**src/rtl/mdu_pkg.sv**
```systemverilog
// mdu_pkg: shared constants for the multiply/divide unit.
//   - DIV_* : divider FSM state encodings (2-bit, legacy-compatible values)
//   - MDU_WIDTH_DEFAULT : default operand/result width
package mdu_pkg;

  localparam int MDU_WIDTH_DEFAULT = 32;

  localparam logic [1:0] DIV_IDLE = 2'b00;
  localparam logic [1:0] DIV_CALC = 2'b10;
  localparam logic [1:0] DIV_DONE = 2'b11;

endpackage

```
**src/rtl/mdu_abs.sv**
```systemverilog
// mdu_abs: conditional two's-complement negate.
//   val : input value
//   neg : 1 = output -val, 0 = pass val through
//   res : result, same width as val
// Used both to take operand magnitudes and to restore result signs.
module mdu_abs
  import mdu_pkg::*;
#(
  parameter int WIDTH = MDU_WIDTH_DEFAULT
) (
  input  logic [WIDTH-1:0] val,
  input  logic             neg,
  output logic [WIDTH-1:0] res
);

  // Negate or pass through.
  always_comb begin
    if (neg) begin
      res = ~val + {{(WIDTH-1){1'b0}}, 1'b1};
    end else begin
      res = val;
    end
  end

endmodule

```
**src/rtl/mdu_div.sv**
```systemverilog
// mdu_div: iterative restoring divider, signed (DIV) and unsigned (DIVU).
// Ports:
//   clk, rst_n            : clock, synchronous active-low reset
//   start_i, signed_i     : request / mode, sampled only in IDLE
//   cancel_i              : flush, aborts any operation and suppresses done_o
//   dividend_i, divisor_i : operands, latched on the accepting edge
//   ready_o               : high in IDLE
//   done_o                : one-cycle result-valid pulse (DONE state)
//   quotient_o, remainder_o, divzero_o : registered results, updated on DONE entry
// Configuration macro: MDU_DIV_ZERO_FAST_EN -- when defined, a zero divisor
// goes IDLE -> DONE directly instead of iterating WIDTH cycles.
module mdu_div
  import mdu_pkg::*;
#(
  parameter int WIDTH = MDU_WIDTH_DEFAULT
) (
  input  logic             clk,
  input  logic             rst_n,
  input  logic             start_i,
  input  logic             signed_i,
  input  logic             cancel_i,
  input  logic [WIDTH-1:0] dividend_i,
  input  logic [WIDTH-1:0] divisor_i,
  output logic             ready_o,
  output logic             done_o,
  output logic [WIDTH-1:0] quotient_o,
  output logic [WIDTH-1:0] remainder_o,
  output logic             divzero_o
);

  localparam int              CW       = $clog2(WIDTH) + 1;
  localparam logic [CW-1:0]   LAST_CNT = CW'(WIDTH - 1);
  localparam logic [CW-1:0]   CNT_ONE  = CW'(1);
  localparam logic [WIDTH-1:0] ALL_ONES = {WIDTH{1'b1}};
  localparam logic [WIDTH-1:0] ZERO_W   = {WIDTH{1'b0}};

  logic [1:0]       state_r;
  logic [CW-1:0]    cnt_r;
  logic [WIDTH-1:0] quot_r;       // dividend bits shift out MSB, quotient bits shift in LSB
  logic [WIDTH-1:0] rem_r;        // partial remainder (magnitude)
  logic [WIDTH-1:0] dvs_r;        // divisor magnitude
  logic [WIDTH-1:0] dvd_r;        // original dividend, returned as remainder on divide-by-zero
  logic             q_neg_r;
  logic             r_neg_r;
  logic             zero_r;
  logic [WIDTH-1:0] quotient_r;
  logic [WIDTH-1:0] remainder_r;
  logic             divzero_r;

  logic [WIDTH-1:0] dvd_mag_s;
  logic [WIDTH-1:0] dvs_mag_s;
  logic             dvs_zero_s;
  logic [WIDTH:0]   rem_shift_s;
  logic [WIDTH:0]   diff_s;
  logic             q_bit_s;
  logic [WIDTH-1:0] quot_next_s;
  logic [WIDTH-1:0] rem_next_s;
  logic [WIDTH-1:0] quot_fix_s;
  logic [WIDTH-1:0] rem_fix_s;

  // Magnitudes are plain WIDTH-bit unsigned, so the most-negative value maps to 2^(WIDTH-1).
  mdu_abs #(.WIDTH(WIDTH)) u_abs_dvd (
    .val (dividend_i),
    .neg (signed_i & dividend_i[WIDTH-1]),
    .res (dvd_mag_s)
  );

  mdu_abs #(.WIDTH(WIDTH)) u_abs_dvs (
    .val (divisor_i),
    .neg (signed_i & divisor_i[WIDTH-1]),
    .res (dvs_mag_s)
  );

  // Sign fix-up works on the final-iteration values so results latch on the DONE-entry edge.
  mdu_abs #(.WIDTH(WIDTH)) u_fix_quot (
    .val (quot_next_s),
    .neg (q_neg_r),
    .res (quot_fix_s)
  );

  mdu_abs #(.WIDTH(WIDTH)) u_fix_rem (
    .val (rem_next_s),
    .neg (r_neg_r),
    .res (rem_fix_s)
  );

  assign dvs_zero_s = (divisor_i == ZERO_W);

  // One restoring shift-subtract step; diff_s[WIDTH] set means the trial subtract borrowed.
  always_comb begin
    rem_shift_s = {rem_r, quot_r[WIDTH-1]};
    diff_s      = rem_shift_s - {1'b0, dvs_r};
    q_bit_s     = ~diff_s[WIDTH];
    if (q_bit_s) begin
      rem_next_s = diff_s[WIDTH-1:0];
    end else begin
      rem_next_s = rem_shift_s[WIDTH-1:0];
    end
    quot_next_s = {quot_r[WIDTH-2:0], q_bit_s};
  end

  // FSM, datapath and result registers.
  always_ff @(posedge clk) begin
    if (!rst_n) begin
      state_r     <= DIV_IDLE;
      cnt_r       <= {CW{1'b0}};
      quot_r      <= ZERO_W;
      rem_r       <= ZERO_W;
      dvs_r       <= ZERO_W;
      dvd_r       <= ZERO_W;
      q_neg_r     <= 1'b0;
      r_neg_r     <= 1'b0;
      zero_r      <= 1'b0;
      quotient_r  <= ZERO_W;
      remainder_r <= ZERO_W;
      divzero_r   <= 1'b0;
    end else begin
      case (state_r)
        DIV_IDLE: begin
          if (start_i && !cancel_i) begin
            quot_r  <= dvd_mag_s;
            rem_r   <= ZERO_W;
            dvs_r   <= dvs_mag_s;
            dvd_r   <= dividend_i;
            q_neg_r <= signed_i & (dividend_i[WIDTH-1] ^ divisor_i[WIDTH-1]);
            r_neg_r <= signed_i & dividend_i[WIDTH-1];
            zero_r  <= dvs_zero_s;
            cnt_r   <= {CW{1'b0}};
`ifdef MDU_DIV_ZERO_FAST_EN
            if (dvs_zero_s) begin
              state_r     <= DIV_DONE;
              quotient_r  <= ALL_ONES;
              remainder_r <= dividend_i;
              divzero_r   <= 1'b1;
            end else begin
              state_r <= DIV_CALC;
            end
`else
            state_r <= DIV_CALC;
`endif
          end else begin
            state_r <= DIV_IDLE;
          end
        end
        DIV_CALC: begin
          if (cancel_i) begin
            state_r <= DIV_IDLE;
          end else begin
            quot_r <= quot_next_s;
            rem_r  <= rem_next_s;
            cnt_r  <= cnt_r + CNT_ONE;
            if (cnt_r == LAST_CNT) begin
              state_r <= DIV_DONE;
              if (zero_r) begin
                quotient_r  <= ALL_ONES;
                remainder_r <= dvd_r;
                divzero_r   <= 1'b1;
              end else begin
                quotient_r  <= quot_fix_s;
                remainder_r <= rem_fix_s;
                divzero_r   <= 1'b0;
              end
            end else begin
              state_r <= DIV_CALC;
            end
          end
        end
        DIV_DONE: begin
          state_r <= DIV_IDLE;
        end
        default: begin
          state_r <= DIV_IDLE;
        end
      endcase
    end
  end

  assign ready_o     = (state_r == DIV_IDLE);
  // A cancel in the DONE cycle must hide the pulse in that same cycle.
  assign done_o      = (state_r == DIV_DONE) & ~cancel_i;
  assign quotient_o  = quotient_r;
  assign remainder_o = remainder_r;
  assign divzero_o   = divzero_r;

endmodule

```
**config.mk**
```make
export PLATFORM = sky130hd
export DESIGN_NAME = mdu_div
export DESIGN_NICKNAME = d
export VERILOG_FILES = /design/src/rtl/mdu_pkg.sv /design/src/rtl/mdu_abs.sv /design/src/rtl/mdu_div.sv
export SDC_FILE = /design/constraint.sdc
export NUM_CORES = 1
export LEC_CHECK = 0
export ABC_CLOCK_PERIOD_IN_PS = 7000
export BUFFER_PORTS_ARGS = -buffer_cell sky130_fd_sc_hd__buf_4
export CORE_MARGIN = 5
export CORE_UTILIZATION = 53
export CTS_CLUSTER_SIZE = 10
export DETAILED_ROUTE_END_ITERATION = 8
export PLACE_DENSITY = 0.73
export RECOVER_POWER = 100
export SLEW_MARGIN = 15
export SYNTH_ARGS = -nofsm -noshare
export SYNTH_HDL_FRONTEND = slang
export SYNTH_SLANG_ARGS = --single-unit
```
**constraint.sdc**
```tcl
create_clock -name clk -period 7 [get_ports clk]
set_input_delay 1.05 -clock clk [delete_from_list [all_inputs] [get_ports clk]]
set_output_delay 1.05 -clock clk [all_outputs]
set_load 0.01 [all_outputs]
```
==> metrics.csv <==
stage,metric,value,unit
floorplan,core area,24200,um2
setup_path,Crit-path slowest cell,or4b_2,
layout,# nets final,1913,
synth,post-synthesis sequential area ratio,31.6,%
setup_path,CP Capture Type,flip-flop,
placed_design,Post-DP HPWL,29100,um
synth,register bit total from synthesis,204,
placed_design,IO buf count,135,
route,drt first-iter violations,1263,
global_route,global-route wire length before repair,64300,um
timing,Fin. Hold Viols,0,
clock_network,CTS Buf Count,25,
route,Pre-Repair DR Iteration Count,5,
timing,Slew Limit Fails,131,
power_and_ir_drop,Net Switching,0.866,mW
route,Post-Route WL,40100,um
floorplan,Initial Utilization,53.5,%
timing,"Setup violations, final",0,
setup_path,"Cell Chain, Critical Path","inv_1, ha_1, fa_1, nand2b_1, a211oi_1, or2_0, a21o_1, a311oi_1, xnor2_1, inv_2, a21oi_1, ha_1, nand2_1, or4b_2, nor2_1, and4_1, o21ai_1, or3_1, o41ai_1, xnor2_1, a21oi_1",
timing,max_slew headroom,-123,%
setup_path,Worst EP required,7.40,ns
route,vias per inst,6.11,
layout,Final Instance Count excl. Fillers,2135,
route,Routed wire per std cell,18.8,um
job,Max Cap Viol,2,
placed_design,pre-CTS setup slack,1.32,ns
clock_network,# H-tree levels,1,
clock_network,CTS tree,built,
synth,post-synthesis cell count,1739,
clock_network,Root Buffer,clkbuf_16,
power_and_ir_drop,total power,2.93,mW
route,via count,13000,
timing,Tcrit/Tclk final,86.3,%
synth,Post-Syn Nets,1846,
placed_design,Cells after DPL,2103,
synth,"Distinct cells, synth",76,
global_route,initial antenna violation count,1,
floorplan,Die X,166,um
clock_network,Worst-Skew Late Latency,0.52,ns
setup_path,worst reg-to-reg setup slack,0.96,ns
run_status,violated checks,"max-capacitance violations, max-slew violations",
setup_path,"Largest stage delay, worst path",0.67,ns
timing,Worst Skew,0.0237,ns
global_route,vias in the first global route,12000,
timing,unrepaired setup endpoints after global routing,no,
global_route,total gr overflow,0,
layout,Area growth syn-to-layout,11.6,%
synth,Synth top area share,31.6,%
timing,Final min period,6.04,ns
power_and_ir_drop,Max VDD drop,0.000166,V
synth,number of synthesis warnings,0,
setup_path,critical path startpoint category,flip-flop,
timing,Worst-Margin Slew,3.33,ns
clock_network,# resized after CTS,0,
clock_network,"Hold-fix buffers, CTS",0,
power_and_ir_drop,Switching Fraction,29.6,%
synth,Netlist Area Pre-Place,12900,um2
global_route,largest net degree at the start of global routing,89,
synth,Post-Syn Area per Cell,7.44,um2
setup_path,Worst EP arrival,6.44,ns
clock_network,# clock sinks,204,
layout,Final Core Density,59.7,%
run_status,status,"complete, but fails checks",
floorplan,Top Ports,136,
synth,"top cells by area, synth","dfxtp_1, a21oi_1, nand2_1",
layout,share of layout cells above drive strength 1,7.68,%
timing,fmax,0.166,GHz
timing,TNS Setup,0,ns
placed_design,GPL Wtd Cong,0.962,
floorplan,die area,27600,um2
power_and_ir_drop,Leak Pwr,5.47,nW
floorplan,die height,166,um
setup_path,Crit Path Max Fanout,4,
clock_network,post-CTS setup buffers,0,
power_and_ir_drop,Clock power frac,39.2,%
global_route,Total Routing Usage GR,27.6,%
power_and_ir_drop,Sequential Power Share,42.0,%
clock_network,worst-case clock buffer depth,3,
floorplan,row cnt,57,
synth,"EDFF count, synth",0,
route,Post-DRT Antenna Nets,0,
power_and_ir_drop,P_int,2.06,mW
power_and_ir_drop,PwrDens,203,nW/um2
synth,Synth area leader,dfxtp_1,
worst_hold_path,Worst Hold Class,flip-flop to flip-flop,
route,DRC errors left,0,
synth,Post-synth top flop,dfxtp_1,
timing,final setup margin,0.962,ns
synth,ys async rst share,0,%
power_and_ir_drop,Logic pwr share,18.8,%
layout,Ant. Diodes,0,
setup_path,critical path class,flip-flop to flip-flop,
clock_network,clock slew at reported path FFs,0.06,ns
cells in the final DEF (no fill, tap or decap), types with 5 or more instances in the layout:
| cell type | instances |
|---|---|
| nand2_1 | 222 |
| a21oi_1 | 209 |
| dfxtp_1 | 203 |
| nor2_1 | 186 |
| o21ai_0 | 106 |
| buf_4 | 81 |
| xor2_1 | 76 |
| clkbuf_1 | 72 |
| xnor2_1 | 59 |
| inv_1 | 55 |
| nor3_1 | 38 |
| ha_1 | 37 |
| nand3_1 | 36 |
| a22oi_1 | 35 |
| a211oi_1 | 33 |
| clkbuf_16 | 25 |
| nor4_1 | 24 |
| mux2i_1 | 24 |
| o31ai_1 | 23 |
| a31oi_1 | 21 |
| o211ai_1 | 19 |
| and3_1 | 17 |
| or3_1 | 15 |
| nand2b_1 | 13 |
| a21o_1 | 13 |
| or4_1 | 12 |
| and2_1 | 11 |
| o41ai_1 | 11 |
| a311oi_1 | 8 |
| nand4_1 | 7 |
| o211a_1 | 7 |
| nand3b_1 | 7 |
| and4_1 | 6 |
| o21ai_1 | 6 |
| mux2_2 | 6 |
| o21bai_1 | 5 |
path summary, 6_finish.rpt:
kind	from	end	cells past startpoint
hold reg to reg	dvd_r[13]$_SDFFE_PN0P_	dvd_r[13]$_SDFFE_PN0P_	2
setup / recovery	quot_r[31]$_SDFFE_PN0P_	remainder_o[30]$_SDFFE_PN0P_	21
setup reg to reg	quot_r[31]$_SDFFE_PN0P_	remainder_o[30]$_SDFFE_PN0P_	21
hold / removal	dvd_r[13]$_SDFFE_PN0P_	dvd_r[13]$_SDFFE_PN0P_	2
power by group through the flow:
stage / registers [mW] / logic (mW) / clock network [mW]
CTS: 1.23 / 0.550 / 1.16
floorplan: 1.24 / 0.387 / 0
global route: 1.23 / 0.609 / 1.22
finish: 1.23 / 0.551 / 1.15
detailed placement: 1.25 / 0.548 / 0
global placement: 1.25 / 0.542 / 0
synth_stat cells, drive strengths merged, types with 5 or more instances:
library cell / instances
ha: 37
a21oi: 213
o31ai: 23
o21ai: 112
and3: 17
o41ai: 11
clkbuf: 85
nor4: 25
inv: 57
a21o: 13
nand2b: 13
a311oi: 8
o211a: 7
or4: 12
nand4: 7
nand3: 36
xnor2: 59
mux2: 6
o21bai: 5
a211oi: 33
buf: 27
mux2i: 24
o211ai: 19
and4: 7
a22oi: 35
a31oi: 21
or3: 15
nand2: 222
nor3: 39
or2: 5
dfxtp: 204
xor2: 76
nand3b: 7
and2: 12
nor2: 190
metrics by stage:
step | hold WS (ns) | area, um2
after floorplan | 0.431 | 12900
after global placement | 0.441 | 14100
after detailed placement | 0.449 | 14100
after CTS | 0.457 | 14800
after global routing | 0.469 | 14400
final | 0.456 | 14400
final cells by class:
type / count / area, um2
multi-input combinational: 1366 / 8170
inverter: 57 / 215
clock buffer: 30 / 674
tap: 324 / 405
sequential: 204 / 4090
fill: 2373 / 9740
timing repair buffer: 152 / 876
clock inverter: 2 / 12.5
critical path, delay by kind of cell (launching register included):
kind,cells,cell delay (ns)
buffers and inverters,2,0.18
adder cells (fa/ha/maj),3,0.87
AO/OA/AOI/OAI,7,1.79
XOR/XNOR,2,0.64
AND/OR/NAND/NOR,7,2.07
flip-flops,1,0.37
cell families (layout without fill, tap and decap cells):
family | count (synthesis) | in the layout | synth area share (%)
adder cells (fa/ha/maj) | 38 | 38 | 3.73
multiplexers | 30 | 30 | 2.38
AO/OA/AOI/OAI | 540 | 540 | 26.0
XOR/XNOR | 135 | 135 | 9.20
flip-flops | 204 | 204 | 31.6
AND/OR/NAND/NOR | 623 | 623 | 22.1
buffers and inverters | 169 | 241 | 5.07
sequential cells by signal, summed over array words and instances (netlist names):
name and flops:
dvd_r 32, dvs_r 32, quot_r 32, quotient_o 32
rem_r 32, remainder_o 32, cnt_r 6, state_r 2
divzero_o 1, q_neg_r 1, r_neg_r 1, zero_r 1
per-layer routing:
layer  up-vias  track usage [%]  wire length [um]
li1       6321                -                 -
met1      6186             38.7             18200
met2       465             45.0             18100
met3        61             4.62              2890
met4         2             6.12               930
met5         -                0                13
Note: power is estimated with default switching activity, not from simulation.
